**config.mk**
```make
export PLATFORM = sky130hd
export DESIGN_NAME = kw_frame_parser
export DESIGN_NICKNAME = d
export VERILOG_FILES = /design/src/rtl/kw_frame_parser_pkg.sv /design/src/rtl/kw_frame_parser_strobe_edge_detect.sv /design/src/rtl/kw_frame_parser.sv
export SDC_FILE = /design/constraint.sdc
export NUM_CORES = 1
export LEC_CHECK = 0
export CORE_MARGIN = 5
export CORE_UTILIZATION = 50
export CTS_CLUSTER_DIAMETER = 80
export DETAILED_ROUTE_END_ITERATION = 6
export DONT_BUFFER_PORTS = 1
export GPL_TIMING_DRIVEN = 0
export PLACE_DENSITY = 0.75
export REMOVE_ABC_BUFFERS = 1
export SYNTH_ARGS = -nofsm -noshare
export SYNTH_HDL_FRONTEND = slang
export SYNTH_SLANG_ARGS = --single-unit
```
**constraint.sdc**
```tcl
create_clock -name CLK -period 3.5 [get_ports CLK]
set_input_delay 0.7 -clock CLK [delete_from_list [all_inputs] [get_ports CLK]]
set_output_delay 0.7 -clock CLK [all_outputs]
set_load 0.1 [all_outputs]
```
**src/rtl/kw_frame_parser_pkg.sv**
```systemverilog
// Shared definitions for the frequency-word frame parser: FSM encoding,
// command codes and timer width.
package kw_frame_parser_pkg;

  typedef enum logic [1:0] {
    IDLE     = 2'd0,
    GET_CMD  = 2'd1,
    GET_DATA = 2'd2,
    GET_CHK  = 2'd3
  } state_e;

  localparam logic [7:0] CMD_SET_KW   = 8'h01;
  localparam logic [7:0] CMD_SET_WAVE = 8'h02;

  localparam int TIMER_W = 17;

endpackage

```
**src/rtl/kw_frame_parser_strobe_edge_detect.sv**
```systemverilog
// Turns the UART receive-done strobe into a single-cycle accept pulse and
// captures the byte on the strobe's rising edge.
module strobe_edge_detect (
  input  logic       clk_i,
  input  logic       rst_i,
  input  logic       strobe_i,
  input  logic [7:0] data_i,
  output logic       accept_o,
  output logic [7:0] data_o
);

  logic       strobe_q;
  logic       accept_q;
  logic [7:0] data_q;
  logic       rise;

  assign rise = strobe_i & ~strobe_q;

  always_ff @(posedge clk_i) begin
    if (rst_i) begin
      strobe_q <= 1'b0;
      accept_q <= 1'b0;
      data_q   <= 8'h00;
    end else begin
      strobe_q <= strobe_i;
      accept_q <= rise;
      if (rise) data_q <= data_i;
    end
  end

  assign accept_o = accept_q;
  assign data_o   = data_q;

endmodule

```
**src/rtl/kw_frame_parser.sv**
```systemverilog
// Frame parser: HEADER CMD D3 D2 D1 D0 CHK -> frequency word / wave select.
// Define FRAME_TIMEOUT_EN to add the inter-byte timeout.
//
// state    | meaning
// IDLE     | hunting for HEADER, other bytes dropped
// GET_CMD  | next byte is the command
// GET_DATA | shifting D3..D0 into the shadow register
// GET_CHK  | next byte is the checksum; commit or reject
module kw_frame_parser
  import kw_frame_parser_pkg::*;
#(
  parameter logic [7:0]  HEADER      = 8'hAA,
  parameter logic [31:0] KW_RESET    = 32'd85899,
  parameter int          TIMEOUT_CYC = 50000
) (
  input  logic        CLK,
  input  logic        RST,
  input  logic [7:0]  RX_Data,
  input  logic        RX_Done_Sig,
  output logic [31:0] KW_Out,
  output logic [1:0]  Wave_Sel,
  output logic        KW_Valid,
  output logic        Frame_Err,
  output logic [7:0]  Err_Cnt
);

  logic       byte_vld;
  logic [7:0] byte_val;

  strobe_edge_detect u_edge (
    .clk_i    (CLK),
    .rst_i    (RST),
    .strobe_i (RX_Done_Sig),
    .data_i   (RX_Data),
    .accept_o (byte_vld),
    .data_o   (byte_val)
  );

  state_e      state_q;
  logic [7:0]  cmd_q;
  logic [7:0]  xor_q;
  logic [1:0]  idx_q;
  logic [31:0] shadow_q;
  logic [31:0] kw_q;
  logic [1:0]  wave_q;
  logic        kw_valid_q;
  logic        frame_err_q;
  logic [7:0]  err_cnt_q;
  logic        timeout;

`ifdef FRAME_TIMEOUT_EN
  logic [TIMER_W-1:0] timer_q;

  // An accepted byte in the expiry cycle wins over the timeout.
  assign timeout = (state_q != IDLE) && !byte_vld &&
                   (timer_q == TIMER_W'(TIMEOUT_CYC - 1));

  always_ff @(posedge CLK) begin
    if (RST || state_q == IDLE || byte_vld || timeout) timer_q <= '0;
    else                                                timer_q <= timer_q + 1'b1;
  end
`else
  assign timeout = 1'b0;
`endif

  always_ff @(posedge CLK) begin
    if (RST) begin
      state_q     <= IDLE;
      cmd_q       <= 8'h00;
      xor_q       <= 8'h00;
      idx_q       <= 2'd0;
      shadow_q    <= 32'h0;
      kw_q        <= KW_RESET;
      wave_q      <= 2'b00;
      kw_valid_q  <= 1'b0;
      frame_err_q <= 1'b0;
      err_cnt_q   <= 8'h00;
    end else begin
      kw_valid_q  <= 1'b0;
      frame_err_q <= 1'b0;
      if (timeout) begin
        state_q     <= IDLE;
        frame_err_q <= 1'b1;
        if (err_cnt_q != 8'hFF) err_cnt_q <= err_cnt_q + 8'd1;
      end else if (byte_vld) begin
        case (state_q)
          IDLE: begin
            if (byte_val == HEADER) state_q <= GET_CMD;
          end
          GET_CMD: begin
            cmd_q   <= byte_val;
            xor_q   <= byte_val;
            idx_q   <= 2'd0;
            state_q <= GET_DATA;
          end
          GET_DATA: begin
            shadow_q <= {shadow_q[23:0], byte_val};
            xor_q    <= xor_q ^ byte_val;
            idx_q    <= idx_q + 2'd1;
            if (idx_q == 2'd3) state_q <= GET_CHK;
          end
          GET_CHK: begin
            state_q <= IDLE;
            if (byte_val == xor_q && cmd_q == CMD_SET_KW) begin
              kw_q       <= shadow_q;
              kw_valid_q <= 1'b1;
            end else if (byte_val == xor_q && cmd_q == CMD_SET_WAVE) begin
              wave_q     <= shadow_q[1:0];
              kw_valid_q <= 1'b1;
            end else begin
              frame_err_q <= 1'b1;
              if (err_cnt_q != 8'hFF) err_cnt_q <= err_cnt_q + 8'd1;
            end
          end
          default: state_q <= IDLE;
        endcase
      end
    end
  end

  assign KW_Out    = kw_q;
  assign Wave_Sel  = wave_q;
  assign KW_Valid  = kw_valid_q;
  assign Frame_Err = frame_err_q;
  assign Err_Cnt   = err_cnt_q;

endmodule

```
==> impl_metrics.env, run 1 <==
export IMPL_status="finished, final reports clean"
export IMPL_clkPwrFrac_pct=35.6
export IMPL_final_cell_mix="dfxtp_1, nand2_1, a21oi_1"
export IMPL_crit_chain="inv_1 -> ha_1 -> and2_1 -> nand2_1 -> a21oi_1"
export IMPL_cp_end_kind="flop"
export IMPL_tightest_slew_ns=1.29
export IMPL_synth_compound_area_share_pct=10.7
export IMPL_layout_drive_gt1_share_pct=4.69
export IMPL_final_common_cell="dfxtp_1"
export IMPL_clockBufferDepth=2
export IMPL_ys_types=32
export IMPL_synth_xor_area_share_pct=1.85
export IMPL_cts_setup_buffers=0
export IMPL_cpMaxStageDelayCell="and2_1"
export IMPL_crit_type="flop to flop"
export IMPL_synth_top_area_share_pct=49.7
export IMPL_cts_sinks=106
export IMPL_finalHoldViolCount=0
export IMPL_p_per_area_nw_per_um2=437
export IMPL_viasPerCell=5.45
export IMPL_grt_max_degree=110
export IMPL_muxShareOfSynthArea_pct=10.6
export IMPL_switchingPower_uw=434
export IMPL_cts_made_buffers=9
export IMPL_synth_top_family_by_area="simple AND/OR/NAND/NOR gates"
export IMPL_fin_cells=574
export IMPL_syn_inst=484
export IMPL_startpoint_type="flop"
export IMPL_power_frac_seq_pct=63.0
export IMPL_clkTransAtPathRegs_ns=0.10
export IMPL_antenna_found_initial=0
export IMPL_setup_slack_ns=0.873
export IMPL_grt_first_pass_wirelength_mm=13.4
export IMPL_clkLatencyLatePin_ns=0.36
export IMPL_drtAntennaViolNets=0
export IMPL_p_comb_share_pct=1.4
export IMPL_ioPinCount=55
export IMPL_hold_class="input port to flop"
export IMPL_diodes=0
export IMPL_die_h_um=102
export IMPL_grt_pass1_vias=2915
export IMPL_finalCritPeriodShare_pct=75.1
export IMPL_synth_seq_cells=106
export IMPL_max_freq_ghz=0.381
export IMPL_min_period_ns=2.63
export IMPL_synthSimpleGateAreaFrac_pct=20.3
export IMPL_drc=0
export IMPL_syn2layout_area_growth_pct=4.28
export IMPL_rows=33
export IMPL_postCtsResizedCells=0
export IMPL_placed_area_um2=4270
export IMPL_dr_pass1_iters=4
export IMPL_crit_fanout=32
export IMPL_ir_drop_uv=225
export IMPL_final_area_um2=4450
export IMPL_async_flop_share_pct=0
export IMPL_setup_tns_final_ns=0
export IMPL_p_leak_nw=1.63
export IMPL_finalMaxSlewViolations=0
export IMPL_synthAdderAreaFrac_pct=2.05
export IMPL_synthTopCellsByArea="dfxtp_1, mux2i_1, nand2_1"
export IMPL_synth_ff_type="dfxtp_1"
export IMPL_seq_area_um2=2120
export IMPL_yosys_warnings=0
export IMPL_h_tree_depth=3
export IMPL_cp_arrival_ns=2.92
export IMPL_synth_top_area_cell="dfxtp_1"
export IMPL_rsz0062_at_grt="false"
export IMPL_routedWlPerCell_um=13.9
export IMPL_ys_seq_area_share_pct=49.7
export IMPL_dr_total_vias=3126
export IMPL_maxCapViolCount=0
export IMPL_dp_cells=558
export IMPL_crit_required_ns=3.79
export IMPL_cell_internal_pwr_mw=1.51
export IMPL_port_buffers=0
export IMPL_nFillCells=770
export IMPL_die_area_um2=10500
export IMPL_syn_area_um2=4270
export IMPL_finClkSkew_ns=0.00726
export IMPL_core_region_area_um2=8260
export IMPL_cts_root_buf="clkbuf_8"
export IMPL_max_slew_margin_pct=14.2
export IMPL_overflow=0
export IMPL_avgSynthCellArea_um2=8.82
export IMPL_hold_buffers=0
export IMPL_detailed_place_hpwl_mm=5.36
export IMPL_p_sw_share_pct=22.3
export IMPL_gr_usage_all_layers_pct=15.8
export IMPL_pre_cts_slack_ns=0.919
export IMPL_die_w_um=102
export IMPL_multiInputGateArea_um2=1950
export IMPL_max_stage_delay_ns=1.09
export IMPL_start_util_pct=51.7
export IMPL_first_iter_violations=143
export IMPL_cts_tree="built"
export IMPL_nets=482
export IMPL_finalWeightedCongestion=0.816
export IMPL_holdWs_ns=0.403
export IMPL_route_final_wire_length_mm=7.97
export IMPL_synth_edff_count=0
export IMPL_finalSetupViolCount=0
[cells in the mapped netlist, drive strengths merged, types with 3 or more instances]
cell type and count:
a211o 10, a21oi 54, buf 5, clkbuf 27, dfxtp 106, ha 7, inv 12, mux2 3
mux2i 42, nand2 88, nand2b 5, nand3 12, nand4 5, nor2 49, nor2b 14, nor3 5
o21ai 10, o31ai 3, or4 4, xnor2 8
[worst paths after layout]
path                                                 start                         end  slack, ns  cells after the start
worst max-delay path               state_q[0]$_SDFFE_PP0P_   shadow_q[13]$_SDFFE_PP0P_       0.87                      5
worst min-delay path                                   RST   shadow_q[27]$_SDFFE_PP0P_       0.40                      1
worst max register to register     state_q[0]$_SDFFE_PP0P_   shadow_q[13]$_SDFFE_PP0P_       0.87                      5
worst min register to register  u_edge.strobe_q$_SDFF_PP0_  u_edge.accept_o$_SDFF_PP0_       0.42                      1
[registers in the layout (all words and copies together), names as in the netlist]
signal / flops
u_edge.accept_o: 1
KW_Out: 32
u_edge.data_o: 8
Wave_Sel: 2
u_edge.strobe_q: 1
Frame_Err: 1
shadow_q: 32
xor_q: 8
state_q: 2
idx_q: 2
Err_Cnt: 8
cmd_q: 8
KW_Valid: 1
[critical path: cells and delay by family (launching register included)]
| family | cells | cell delay (ns) |
|---|---|---|
| simple gates | 2 | 1.24 |
| fa+ha+maj | 1 | 0.64 |
| flops | 1 | 0.34 |
| compound gates | 1 | 0.19 |
| buf+inv | 1 | 0.13 |
[per-layer routing]
layer  part of all wire (%)  wire [um]  vias to the layer above  GRT usage, %
li1                       -          -                     1588             -
met1                     45       3590                     1486          19.6
met2                     49       3900                       45          26.4
met3                    5.2        412                        7          4.91
met4                   0.94         75                        0          4.64
met5                      0          0                        -             0
[area by class of cell]
cell class | instances | area share [%]
clock inverters | 6 | 1.12
clock buffers | 10 | 3.09
well taps | 105 | 2.95
inverters | 12 | 1.01
flip-flops and latches | 106 | 47.7
repair buffers | 1 | 0.450
multi-input cells | 334 | 43.7
[through the flow]
stage / utilization [%] / power [mW]
6_report: 53.9 / 1.95
3_3_place_gp: 51.4 / 1.28
3_5_place_dp: 51.7 / 1.28
2_1_floorplan: - / 1.27
4_1_cts: 53.9 / 1.97
5_1_grt: 53.9 / 2.03
[cells by family (layout without fill, tap and decap cells)]
logic type | count (synthesis) | after routing
adder cells (fa/ha/maj) | 7 | 7
multiplexers | 45 | 45
buffers and inverters | 44 | 29
flip-flops | 106 | 106
AND/OR/NAND/NOR | 193 | 193
XOR/XNOR | 9 | 9
AO/OA/AOI/OAI | 80 | 80
[power groups by stage]
stage	clock network, mW	logic [mW]	registers [mW]
2_1_floorplan	0	0.0218	1.25
3_3_place_gp	0	0.0250	1.25
3_5_place_dp	0	0.0263	1.25
4_1_cts	0.716	0.0264	1.23
5_1_grt	0.773	0.0298	1.23
6_report	0.693	0.0263	1.23
Power figures use the tool's default switching activity.
==> run 2: changes to the inputs <==
Clock period 3.5 ns to 2.7 ns, I/O delays scaled along.
==> run 2 against run 1 <==
Die area unchanged. Register-to-register slack worse by 0.66 ns. Cell count is the same. Sequential cell count unchanged. Sequential power increased by 29%. Clock skew grew 0.00094 ns. Total power grew 30%. Cell area is essentially flat. Global-route usage unchanged. First-iteration DRC count is 13% higher. Core utilization barely moved. Fmax grew 5.7%. Critical path type unchanged. Critical endpoint is now KW_Out[1]$_SDFFE_PP1P_. Largest cell class unchanged. Highest routed layer unchanged.
==> impl_metrics.env, run 2 (synthesis results as in run 1) <==
export IMPL_max_stage_delay_ns=0.93
export IMPL_setup_tns_final_ns=0
export IMPL_cell_internal_pwr_mw=1.96
export IMPL_seq_area_um2=2120
export IMPL_drc=0
export IMPL_dp_cells=558
export IMPL_cp_end_kind="flop"
export IMPL_clkPwrFrac_pct=35.6
export IMPL_clkTransAtPathRegs_ns=0.10
export IMPL_die_area_um2=10500
export IMPL_nFillCells=770
export IMPL_routedWlPerCell_um=13.9
export IMPL_crit_fanout=30
export IMPL_final_area_um2=4460
export IMPL_detailed_place_hpwl_mm=5.36
export IMPL_p_leak_nw=1.63
export IMPL_power_frac_seq_pct=63.0
export IMPL_switchingPower_uw=564
export IMPL_dr_pass1_iters=4
export IMPL_rsz0062_at_grt="false"
export IMPL_crit_type="flop to flop"
export IMPL_cts_root_buf="clkbuf_8"
export IMPL_finalWeightedCongestion=0.816
export IMPL_cts_sinks=106
export IMPL_max_slew_margin_pct=23.8
export IMPL_finalSetupViolCount=0
export IMPL_cts_tree="built"
export IMPL_cp_arrival_ns=2.74
export IMPL_hold_class="input port to flop"
export IMPL_syn2layout_area_growth_pct=4.37
export IMPL_fin_cells=574
export IMPL_core_region_area_um2=8260
export IMPL_drtAntennaViolNets=0
export IMPL_tightest_slew_ns=1.14
export IMPL_pre_cts_slack_ns=0.119
export IMPL_diodes=0
export IMPL_viasPerCell=5.47
export IMPL_die_w_um=102
export IMPL_status="finished, final reports clean"
export IMPL_gr_usage_all_layers_pct=15.8
export IMPL_die_h_um=102
export IMPL_cts_made_buffers=9
export IMPL_min_period_ns=2.49
export IMPL_final_common_cell="dfxtp_1"
export IMPL_dr_total_vias=3141
export IMPL_crit_required_ns=2.95
export IMPL_cts_setup_buffers=0
export IMPL_p_per_area_nw_per_um2=566
export IMPL_finalHoldViolCount=0
export IMPL_rows=33
export IMPL_ioPinCount=55
export IMPL_start_util_pct=51.7
export IMPL_antenna_found_initial=0
export IMPL_crit_chain="xnor2_1 -> nand4_1 -> or4_2 -> buf_12 -> a211o_1"
export IMPL_clockBufferDepth=2
export IMPL_nets=482
export IMPL_grt_max_degree=110
export IMPL_port_buffers=0
export IMPL_startpoint_type="flop"
export IMPL_finClkSkew_ns=0.00819
export IMPL_final_util_pct=54.0
export IMPL_finalCritPeriodShare_pct=92.1
export IMPL_cpMaxStageDelayCell="or4_2"
export IMPL_overflow=0
export IMPL_p_comb_share_pct=1.4
export IMPL_placed_area_um2=4270
export IMPL_grt_first_pass_wirelength_mm=13.4
export IMPL_maxCapViolCount=0
export IMPL_multiInputGateArea_um2=1950
export IMPL_p_sw_share_pct=22.3
export IMPL_ir_drop_uv=293
export IMPL_clkLatencyLatePin_ns=0.36
export IMPL_final_cell_mix="dfxtp_1, nand2_1, a21oi_1"
export IMPL_route_final_wire_length_mm=8.01
export IMPL_first_iter_violations=162
export IMPL_setup_slack_ns=0.214
export IMPL_h_tree_depth=3
export IMPL_max_freq_ghz=0.402
export IMPL_layout_drive_gt1_share_pct=5.12
export IMPL_grt_pass1_vias=2915
export IMPL_finalMaxSlewViolations=0
## run 2: power groups by stage
| stage | clock network, mW | registers (mW) | logic [mW] |
|---|---|---|---|
| floorplan | 0 | 1.62 | 0.0283 |
| global placement | 0 | 1.63 | 0.0324 |
| detailed placement | 0 | 1.63 | 0.0341 |
| CTS | 0.928 | 1.59 | 0.0343 |
| global route | 1.00 | 1.59 | 0.0386 |
| finish | 0.899 | 1.59 | 0.0342 |
## run 2: what timing repair did
action                                  in CTS  in global routing
resized for setup                            0                  2
endpoints found under the setup margin       0                 29
hold buffers                                 0                  0
## run 2: layout make-up
class	count	area share (%)
sequential	106	47.6
multi-input combinational	334	43.8
clock buffer	10	3.09
tap	105	2.95
clock inverter	6	1.12
inverter	12	1.01
timing repair buffer	1	0.449
## run 2: critical path, delay by kind of cell, from the launching register on
kind | cells | cell delay (ns)
flops | 1 | 0.52
simple gates | 2 | 1.13
xor+xnor | 1 | 0.16
buf+inv | 1 | 0.26
compound gates | 1 | 0.30
## run 2: stage by stage
stage               total power, mW  hold slack (ns)
floorplan                      1.65            0.392
global placement               1.66            0.404
detailed placement             1.66            0.410
CTS                            2.55            0.225
global route                   2.63            0.203
finish                         2.52            0.242
## run 2: path summary, 6_finish.rpt
path / cells after the start / startpoint / slack (ns) / end
hold / removal: 1 / RST / 0.24 / shadow_q[27]$_SDFFE_PP0P_
hold reg to reg: 1 / u_edge.strobe_q$_SDFF_PP0_ / 0.42 / u_edge.accept_o$_SDFF_PP0_
setup reg to reg: 5 / u_edge.data_o[1]$_SDFFE_PP0P_ / 0.21 / KW_Out[1]$_SDFFE_PP1P_
setup / recovery: 5 / u_edge.data_o[1]$_SDFFE_PP0P_ / 0.21 / KW_Out[1]$_SDFFE_PP1P_
## run 2: metal layers
layer | vias up | track usage [%] | routed length [um]
li1 | 1582 | - | -
met5 | - | 0 | 0
met2 | 54 | 26.4 | 3880
met1 | 1497 | 19.6 | 3590
met4 | 0 | 4.64 | 90
met3 | 8 | 4.91 | 437
